**src/rtl/logic_probe_mode_ctrl.sv**
```systemverilog
// Logic probe mode/threshold controller: debounced mode button, R2R DAC code,
// and comparator sampling blanked while the DAC settles after a threshold change.
//
// state     | meaning
// ----------+-----------------------------------------------------------
// ST_SETTLE | DAC settling after reset or a code change; comparators frozen
// ST_RUN    | threshold stable; comparator outputs track the synchronized pins
module logic_probe_mode_ctrl #(
    parameter int unsigned DEBOUNCE_CYCLES = 1000000,
    parameter int unsigned SETTLE_CYCLES   = 256
) (
    input  logic       clk,
    input  logic       rst,
    input  logic       btn,
    input  logic       comp_data_hi,
    input  logic       comp_data_lo,
    output logic [1:0] mode,
    output logic [3:0] dac_value,
    output logic       sample_valid,
    output logic       comp_hi_q,
    output logic       comp_lo_q,
    output logic       comp_fault
);

    localparam int unsigned DB_W = (DEBOUNCE_CYCLES > 2) ? $clog2(DEBOUNCE_CYCLES) : 1;
    localparam int unsigned ST_W = (SETTLE_CYCLES > 2) ? $clog2(SETTLE_CYCLES) : 1;
    localparam logic [DB_W-1:0] DB_LAST = DB_W'(DEBOUNCE_CYCLES - 1);
    localparam logic [ST_W-1:0] ST_LOAD = ST_W'(SETTLE_CYCLES - 1);

    typedef enum logic {
        ST_SETTLE = 1'b0,
        ST_RUN    = 1'b1
    } state_t;

    logic btn_s1, btn_s2;
    logic hi_s1, hi_s2;
    logic lo_s1, lo_s2;

    logic            btn_db;
    logic [DB_W-1:0] db_cnt;
    logic            btn_differs;
    logic            db_flip;
    logic            press;

    state_t          state, state_nxt;
    logic [ST_W-1:0] settle_cnt, settle_nxt;
    logic [1:0]      mode_r, mode_nxt;
    logic [3:0]      dac_r, dac_nxt;

    logic run;
    logic both_high;

    function automatic logic [1:0] advance_mode(input logic [1:0] m);
        case (m)
            2'd0:    return 2'd1;
            2'd1:    return 2'd2;
            default: return 2'd0;
        endcase
    endfunction

    function automatic logic [3:0] dac_code(input logic [1:0] m);
        case (m)
            2'd0:    return 4'd7;
            2'd1:    return 4'd10;
            default: return 4'd12;
        endcase
    endfunction

    // The raw pins are sampled only here.
    always_ff @(posedge clk) begin
        if (rst) begin
            btn_s1 <= 1'b0;
            btn_s2 <= 1'b0;
            hi_s1  <= 1'b0;
            hi_s2  <= 1'b0;
            lo_s1  <= 1'b0;
            lo_s2  <= 1'b0;
        end else begin
            btn_s1 <= btn;
            btn_s2 <= btn_s1;
            hi_s1  <= comp_data_hi;
            hi_s2  <= hi_s1;
            lo_s1  <= comp_data_lo;
            lo_s2  <= lo_s1;
        end
    end

    assign btn_differs = (btn_s2 != btn_db);
    assign db_flip     = btn_differs && (db_cnt == DB_LAST);
    assign press       = db_flip && !btn_db;

    // Any return to the accepted level throws away the accumulated count.
    always_ff @(posedge clk) begin
        if (rst) begin
            btn_db <= 1'b0;
            db_cnt <= '0;
        end else if (!btn_differs) begin
            db_cnt <= '0;
        end else if (db_flip) begin
            btn_db <= btn_s2;
            db_cnt <= '0;
        end else begin
            db_cnt <= db_cnt + DB_W'(1);
        end
    end

    always_ff @(posedge clk) begin
        if (rst) begin
            state      <= ST_SETTLE;
            settle_cnt <= ST_LOAD;
            mode_r     <= 2'd2;
            dac_r      <= 4'd12;
        end else begin
            state      <= state_nxt;
            settle_cnt <= settle_nxt;
            mode_r     <= mode_nxt;
            dac_r      <= dac_nxt;
        end
    end

    // A press always restarts the settle window, even on the expiry cycle.
    always_comb begin
        state_nxt  = state;
        settle_nxt = settle_cnt;
        mode_nxt   = mode_r;
        dac_nxt    = dac_r;

        if (press) begin
            mode_nxt = advance_mode(mode_r);
            dac_nxt  = dac_code(mode_nxt);
        end

        case (state)
            ST_SETTLE: begin
                if (press) begin
                    settle_nxt = ST_LOAD;
                end else if (settle_cnt == '0) begin
                    state_nxt = ST_RUN;
                end else begin
                    settle_nxt = settle_cnt - ST_W'(1);
                end
            end
            ST_RUN: begin
                if (press) begin
                    state_nxt  = ST_SETTLE;
                    settle_nxt = ST_LOAD;
                end
            end
            default: begin
                state_nxt  = ST_SETTLE;
                settle_nxt = ST_LOAD;
            end
        endcase
    end

    assign run       = (state == ST_RUN);
    assign both_high = hi_s2 && lo_s2;

    // Both comparators high cannot happen physically; keep the last good levels.
    always_ff @(posedge clk) begin
        if (rst) begin
            comp_hi_q  <= 1'b0;
            comp_lo_q  <= 1'b0;
            comp_fault <= 1'b0;
        end else begin
            comp_fault <= run && both_high;
            if (run && !both_high) begin
                comp_hi_q <= hi_s2;
                comp_lo_q <= lo_s2;
            end
        end
    end

    assign mode         = mode_r;
    assign dac_value    = dac_r;
    assign sample_valid = run;

endmodule

```
**config.mk**
```make
export PLATFORM = sky130hd
export DESIGN_NAME = logic_probe_mode_ctrl
export DESIGN_NICKNAME = d
export VERILOG_FILES = /design/src/rtl/logic_probe_mode_ctrl.sv
export SDC_FILE = /design/constraint.sdc
export NUM_CORES = 1
export LEC_CHECK = 0
export BUFFER_PORTS_ARGS = -buffer_cell sky130_fd_sc_hd__buf_4
export CORE_ASPECT_RATIO = 0.5
export CORE_MARGIN = 4
export CORE_UTILIZATION = 53
export DETAILED_ROUTE_END_ITERATION = 12
export GPL_TIMING_DRIVEN = 0
export PLACE_DENSITY = 0.8
export SYNTH_ARGS = -nofsm -noshare
export SYNTH_HDL_FRONTEND = slang
export SYNTH_SLANG_ARGS = --single-unit
export TNS_END_PERCENT = 30
```
**constraint.sdc**
```tcl
create_clock -name clk -period 4.6 [get_ports clk]
set_clock_uncertainty 0.2 [all_clocks]
set_input_delay 0.69 -clock clk [delete_from_list [all_inputs] [get_ports clk]]
set_output_delay 0.69 -clock clk [all_outputs]
set_load 0.02 [all_outputs]
```
==> out/qor.csv, run 1 <==
metric,value,unit
power.density,301,nW/um^2
post-dp-hpwl,2530,um
cp.required,4.59,ns
die_h,50.7,um
ys_types,41,
rsz0062_at_grt,false,
ys.flop_type,dfxtp_1,
grt_overflow,0,
clk_latency,0.29,ns
start_util,55.7,%
crit_path_end_kind,register,
peakVddDrop,127,uV
coreArea,3470,sq um
tightestPinTransition,0.466,ns
mostFrequentLayoutCells,"dfxtp_1 (45), nor2_1 (22), buf_4 (16), nand2_1 (12), nand3_1 (12)",
grt_max_degree,14,
antenna_found_initial,0,
slew_viol_final,0,
gp_congestion,0.819,
hold_path.class,reg2reg,
min_path_cells,2,
yosys_warnings,0,
wl_per_cell,12.4,um
crit_arrival,2.17,ns
async_flop_share,0,%
critPathKind,reg2reg,
cts_sinks,45,
clockBufferDepth,2,
io_buffer_count,14,
pre_cts_slack,2.41,ns
status,"finished, final reports clean",
p_leak,0.775,nW
post-route-min-period,2.19,ns
grt_pass1_vias,1433,
hold_buffers,0,
h-tree-depth,2,
grt_pass1_wl,5980,um
root_buffer,clkbuf_8,
cts_buffers,5,
fmax,457,MHz
maxCapViolCount,0,
design.die.area,4740,sq um
drc,0,
drtIter0Drc,41,
rows,15,
whs,0.239,ns
crit_path_start_kind,register,
r2r.worst_path.cells,4,
synth_enable_flop_cells,0,
dpl_cell_area,2100,sq um
final_nets,236,
relSlewSlack,68.7,%
areaGrowthSynthToFinish,13.4,%
seq_area_frac_synth,46.6,%
setup_violations,0,
postCtsSetupBuffers,0,
ant_nets,0,
io_pins,15,
synth_area_per_cell,9.34,sq um
synth_nets,215,
ctsResizeCount,0,
wirelength,3470,um
n_antenna_cell,0,
cts_tree,yes,
clk_pin_slew,0.08,ns
die_w,93.4,um
fin_area,2190,sq um
cp_max_fo,6,
final_util,63.2,%
track_usage,15.8,%
finalHoldViolCount,0,
syn_area,1930,sq um
drive_gt1_share,14.9,%
vias,1526,
drt-vias-per-instance,5.47,
tns,0,ns
fin_crit_sh,47.5,%
syn-instance-count,207,
final_common_cell,dfxtp_1,
ys_ff_latch,45,
first_pass_iters,4,
setup_slack,2.41,ns
-- worst paths after layout --
path	start	endpoint	slack [ns]
min	lo_s2$_SDFF_PP0_	comp_fault$_SDFF_PP0_	0.24
min reg2reg	lo_s2$_SDFF_PP0_	comp_fault$_SDFF_PP0_	0.24
max	db_cnt[11]$_SDFF_PP0_	mode[0]$_SDFFE_PP0P_	2.41
max reg2reg	db_cnt[11]$_SDFF_PP0_	mode[0]$_SDFFE_PP0P_	2.41
-- report_power, final --
group / internal (mW) / switching (mW) / leakage [nW]
Clock: 0.119 / 0.125 / 0.0433
Sequential: 0.394 / 0.00271 / 0.365
Combinational: 0.00864 / 0.0116 / 0.367
Total: 0.521 / 0.139 / 0.775
-- synthesized netlist by cell type, types with 2 or more instances --
master / number / area, sq um
ha_1: 3 / 37.5
o31ai_1: 6 / 45.0
dfxtp_1: 45 / 901
and4_1: 3 / 26.3
nand4_1: 5 / 31.3
xor2_1: 7 / 61.3
nand3_1: 12 / 60.1
buf_4: 2 / 15.0
nand2_1: 12 / 45.0
nor3_1: 6 / 30.0
or4_1: 8 / 60.1
nor4_1: 3 / 18.8
mux2i_1: 3 / 30.0
or2_2: 2 / 12.5
and2_1: 3 / 18.8
nor2b_1: 9 / 56.3
mux2_4: 2 / 30.0
o21ai_0: 6 / 30.0
a21oi_1: 8 / 40.0
nor2_1: 22 / 82.6
inv_1: 9 / 33.8
clkbuf_1: 3 / 11.3
or3_1: 5 / 31.3
xnor2_1: 6 / 52.6
-- layout make-up --
type                    count  area [sq um]
fillers                   292          1280
multi-input cells         147           968
flip-flops and latches     45           901
repair buffers             14           105
clock buffers               6          82.6
well taps                  51          63.8
inverters                   9          33.8
plain buffers               6          31.3
clock inverters             1          7.51
-- flip-flops by register name (all words and copies together), names as in the netlist, 2 cells and up --
signal      flops
settle_cnt      8
db_cnt         20
mode            2
dac_value       4
-- worst max-delay path: stages, from the launching register on --
cell and delay, ns:
dfxtp_1 0.34, or4b_4 0.56, nor4_4 0.48, nand3_4 0.17, mux2_4 0.33
-- layer usage --
layer  track usage (%)  part of all wire, %  up-vias
met5                 0                    0        -
met4              5.60                  1.3        0
met3              4.49                  4.0        7
met2              28.8                   50       26
met1              17.8                   45      722
li1                  -                    -      771
-- metrics by stage --
step	power, mW	std cells
6_report	0.661	279
5_1_grt	0.687	279
4_1_cts	0.665	279
3_5_place_dp	0.426	272
3_3_place_gp	0.425	272
2_1_floorplan	0.419	207
-- cells by family after synthesis --
family	after synthesis	share of synthesized area, %
compound gates	28	10.1
flops	45	46.6
mux	5	3.10
buf+inv	15	3.36
simple gates	98	29.0
xor+xnor	13	5.89
fa+ha+maj	3	1.94
(Power assumes the default switching activity.)
==> run 2: changes to the inputs <==
Settings changed: CORE_UTILIZATION 53 to 52, PLACE_DENSITY 0.8 to 0.81.
Clock period 4.6 ns to 1.8 ns, I/O delays scaled along.
==> run 2 against run 1 <==
  * Sequential share of layout area is 4.0 points lower
  * Critical path type unchanged
  * Critical path depth grew 1
  * The flow now finishes with violations (negative setup slack)
  * Largest power group unchanged
  * Count of clock-buffer cells in the layout is the same
==> out/qor.csv, run 2 (synthesis results as in run 1) <==
metric,value,unit
coreArea,3510,sq um
setup_violations,36,
root_buffer,clkbuf_8,
fin_crit_sh,109,%
finalHoldViolCount,0,
die_w,94.3,um
clockBufferDepth,2,
tightestPinTransition,0.490,ns
critPathKind,reg2reg,
clk_pin_slew,0.07,ns
clk_latency,0.30,ns
tns,-3.67,ns
peakVddDrop,336,uV
cp.required,1.76,ns
grt_overflow,0,
cp_max_fo,5,
fmax,510,MHz
hold_path.class,in2reg,
final_cell_count_no_fill,296,
maxCapViolCount,0,
io_pins,15,
top_register,db_cnt,
n_antenna_cell,0,
die_h,51.1,um
rows,15,
post-dp-hpwl,2670,um
crit_arrival,1.93,ns
h-tree-depth,2,
post-route-min-period,1.96,ns
place_inst,272,
setup_slack,-0.162,ns
final_nets,252,
largest_register_ffs,20,
antenna_found_initial,0,
gp_congestion,0.751,
wirelength,4370,um
areaGrowthSynthToFinish,27.6,%
drc,0,
cts_buffers,5,
start_util,55.1,%
relSlewSlack,67.3,%
crit_path_end_kind,register,
first_pass_iters,4,
grt_pass1_vias,1494,
wl_per_cell,14.8,um
drtIter0Drc,75,
io_buffer_count,14,
whs,0.0327,ns
rsz0062_at_grt,true,
vias,1649,
final_common_cell,dfxtp_1,
track_usage,17.8,%
design.die.area,4820,sq um
cts_sinks,45,
crit_path_start_kind,register,
pre_cts_slack,-0.326,ns
drt-vias-per-instance,5.57,
violations,negative setup slack,
status,"complete, but fails checks",
drive_gt1_share,31.8,%
final_util,70.3,%
slew_viol_final,0,
cts_tree,yes,
p_leak,0.916,nW
fillers,248,
grt_pass1_wl,6680,um
power.density,679,nW/um^2
mostFrequentLayoutCells,"dfxtp_1 (33), buf_4 (28), nor2_1 (22), nand3_1 (12), dfxtp_2 (12)",
ant_nets,0,
grt_max_degree,14,
==> run 2: path summary, 6_finish.rpt <==
| kind | cells after the start | endpoint | slack (ns) | startpoint |
|---|---|---|---|---|
| worst min-delay path | 2 | lo_s1$_SDFF_PP0_ | 0.03 | comp_data_lo |
| worst max-delay path | 5 | settle_cnt[2]$_SDFFE_PP1P_ | -0.16 | settle_cnt[2]$_SDFFE_PP1P_ |
| worst max register to register | 5 | settle_cnt[2]$_SDFFE_PP1P_ | -0.16 | settle_cnt[2]$_SDFFE_PP1P_ |
| worst min register to register | 1 | hi_s2$_SDFF_PP0_ | 0.24 | hi_s1$_SDFF_PP0_ |
==> run 2: layout make-up <==
class | instances | area [sq um] | share of cell area, %
well taps | 51 | 63.8 | 2.58
multi-input cells | 147 | 1090 | 44.0
clock inverters | 2 | 10.0 | 0.405
inverters | 9 | 33.8 | 1.37
flip-flops and latches | 45 | 916 | 37.1
plain buffers | 5 | 45.0 | 1.82
clock buffers | 6 | 72.6 | 2.94
repair buffers | 31 | 241 | 9.78
==> run 2: routing by layer <==
layer	routed length, um	up-vias	part of all wire [%]	global-route usage (%)
met5	0	-	0	0
met4	118	0	2.7	5.04
met3	169	9	3.9	4.85
li1	-	812	-	-
met1	1940	788	44	21.5
met2	2150	40	49	31.3
==> run 2: metrics by stage <==
step                instance area, sq um  power, mW
floorplan                           1960       1.07
global placement                    2130       1.09
detailed placement                  2130       1.09
CTS                                 2340       1.69
global route                        2470       1.75
finish                              2470       1.68
==> run 2: what timing repair did <==
item	4_1_cts	5_1_grt
pin swaps	6	9
resized for setup	13	21
buffers inserted	7	6
setup endpoints to repair	36	36
hold buffers	2	0
hold endpoints to repair	2	0
cloned	2	0
==> run 2: report_power, final <==
group          leakage [nW]  internal, mW  switching, mW
combinational         0.503        0.0313         0.0404
clock                0.0450         0.269          0.320
sequential            0.368          1.01        0.00823
==> run 2: worst max-delay path: stages (launching register included) <==
cell     delay [ns]
dfxtp_2        0.34
or4_4          0.57
o41ai_4        0.35
buf_6          0.20
or3_1          0.11
nand3_1        0.06
==> run 3: changes to the inputs <==
Settings changed: CORE_UTILIZATION 52 to 53, PLACE_DENSITY 0.81 to 0.8.
Clock period 1.8 ns to 1.9 ns, I/O delays scaled along.
==> run 3 against run 2 <==
  * The flow still finishes with violations (negative setup slack)
  * Maximum frequency rose by 2.1%
  * Largest cell class unchanged
  * Register-to-register slack improved by 0.14 ns
  * Global-route usage rose by 1.9 points
  * Highest routed layer unchanged
  * Power fell by 2.0%
  * First-iteration DRC count fell by 29%
==> out/qor.csv, run 3 (synthesis results as in run 1) <==
metric,value,unit
status,"complete, but fails checks",
violations,negative setup slack,
tightestPinTransition,0.550,ns
pwr-share-comb,3.8,%
antenna_found_initial,0,
ant_nets,0,
post-dp-hpwl,2500,um
r2r.worst_path.cells,5,
p_leak,0.914,nW
cp.required,1.89,ns
fmax,520,MHz
cp_slowest_stage_delay,0.54,ns
crit_slowest_cell,or4b_4,
grt_pass1_vias,1574,
finalHoldViolCount,0,
design.die.area,4740,sq um
grt_max_degree,15,
slew_viol_final,0,
p_sw,0.367,mW
root_buffer,clkbuf_8,
fin_crit_sh,101,%
io_buffer_count,14,
top_register,db_cnt,
mostFrequentLayoutCells,"dfxtp_1 (34), buf_4 (24), nor2_1 (22), nand2_1 (12), nand3_1 (12)",
final_common_cell,dfxtp_1,
min_path_cells,1,
cp_top_family,simple AND/OR/NAND/NOR gates,
pre_cts_slack,-0.253,ns
whs_endpoint,lo_s2$_SDFF_PP0_,
areaGrowthSynthToFinish,25.5,%
clkPwrFrac,37.7,%
rrSetupSlack,-0.02,ns
sequentialPowerShare,58.4,%
final_nets,251,
relSlewSlack,63.2,%
largest_register_ffs,20,
wl_per_cell,14.1,um
power.density,677,nW/um^2
r2r_start,db_cnt[12]$_SDFF_PP0_,
startpoint,db_cnt[12]$_SDFF_PP0_,
rows,15,
hold_path.startpoint,lo_s1$_SDFF_PP0_,
wirelength,4150,um
r2r_end,mode[0]$_SDFFE_PP0P_,
clk_latency,0.30,ns
cts_sinks,45,
coreArea,3470,sq um
drive_gt1_share,26.6,%
rsz0062_at_grt,true,
hold_path.class,reg2reg,
cts_buffers,5,
drtIter0Drc,53,
drc,0,
clk_pin_slew,0.09,ns
drt-vias-per-instance,5.58,
crit_path_start_kind,register,
critPathKind,reg2reg,
setup_violations,4,
path_cells,or4b_4 > nor4_4 > buf_6 > nand3_4 > mux2_4,
clockBufferDepth,2,
vias,1645,
maxCapViolCount,0,
cp_max_fo,5,
io_pins,15,
p_int,1.28,mW
peakVddDrop,379,uV
grt_pass1_wl,7140,um
crit_path_end_kind,register,
cts_tree,yes,
track_usage,19.6,%
post-route-min-period,1.92,ns
path_buf_inv,1,
h-tree-depth,2,
swShare,22.3,%
gp_congestion,0.796,
n_antenna_cell,0,
die_w,93.4,um
crit_arrival,1.91,ns
die_h,50.7,um
grt_overflow,0,
setup_slack,-0.0222,ns
tns,-0.0485,ns
first_pass_iters,4,
start_util,55.7,%
run 3: changes by cell type in the layout (fill, tap and decap cells not counted), sizes merged:
cell	previous run	this run
buf	32	29
a31oi	2	3
dlygate4sd3	2	3
run 3: power by group through the flow:
stage | Clock (mW) | Sequential (mW) | Combinational, mW
floorplan | 0 | 0.981 | 0.0337
global placement | 0 | 0.982 | 0.0466
detailed placement | 0 | 0.982 | 0.0483
CTS | 0.633 | 0.960 | 0.0606
global route | 0.688 | 0.962 | 0.0699
finish | 0.620 | 0.960 | 0.0627
run 3: how the worst max path moves through the flow:
stage	slack [ns]	endpoint	depth (start not counted)
3_5_place_dp	-0.25	dac_value[0]$_SDFFE_PP0P_	5
2_1_floorplan	-0.06	mode[0]$_SDFFE_PP0P_	4
4_1_cts	-0.13	mode[0]$_SDFFE_PP0P_	5
3_3_place_gp	-0.19	mode[0]$_SDFFE_PP0P_	5
6_report	-0.02	mode[0]$_SDFFE_PP0P_	5
5_1_grt	-0.10	settle_cnt[0]$_SDFFE_PP1P_	5
run 3: per-stage QoR:
stage / area (sq um) / hold slack [ns] / power (mW) / instances / util (%)
detailed placement: 2100 / 0.229 / 1.03 / 272 / 60.6
global placement: 2100 / 0.218 / 1.03 / 272 / 60.6
finish: 2430 / 0.245 / 1.64 / 295 / 69.9
CTS: 2380 / 0.230 / 1.65 / 294 / 68.5
floorplan: 1940 / 0.213 / 1.01 / 207 / -
global route: 2430 / 0.253 / 1.72 / 295 / 69.9
run 3: cell type report:
class / instances / area, sq um
plain buffers: 5 / 41.3
inverters: 9 / 33.8
fillers: 253 / 1040
clock inverters: 2 / 13.8
well taps: 51 / 63.8
repair buffers: 29 / 233
multi-input cells: 148 / 1040
flip-flops and latches: 45 / 917
clock buffers: 6 / 82.6
run 3: what timing repair did:
item,4_1_cts,5_1_grt
hold buffers,3,0
resized for setup,15,15
pin swaps,3,4
setup endpoints to repair,36,36
cloned,3,0
hold endpoints to repair,3,0
setup buffers,9,1
run 3: metal layers:
metal	global-route usage, %	wire length (um)	vias up
met5	0	0	-
met4	7.79	59	0
met3	6.74	183	5
met2	33.5	2020	34
met1	22.8	1880	793
li1	-	-	813
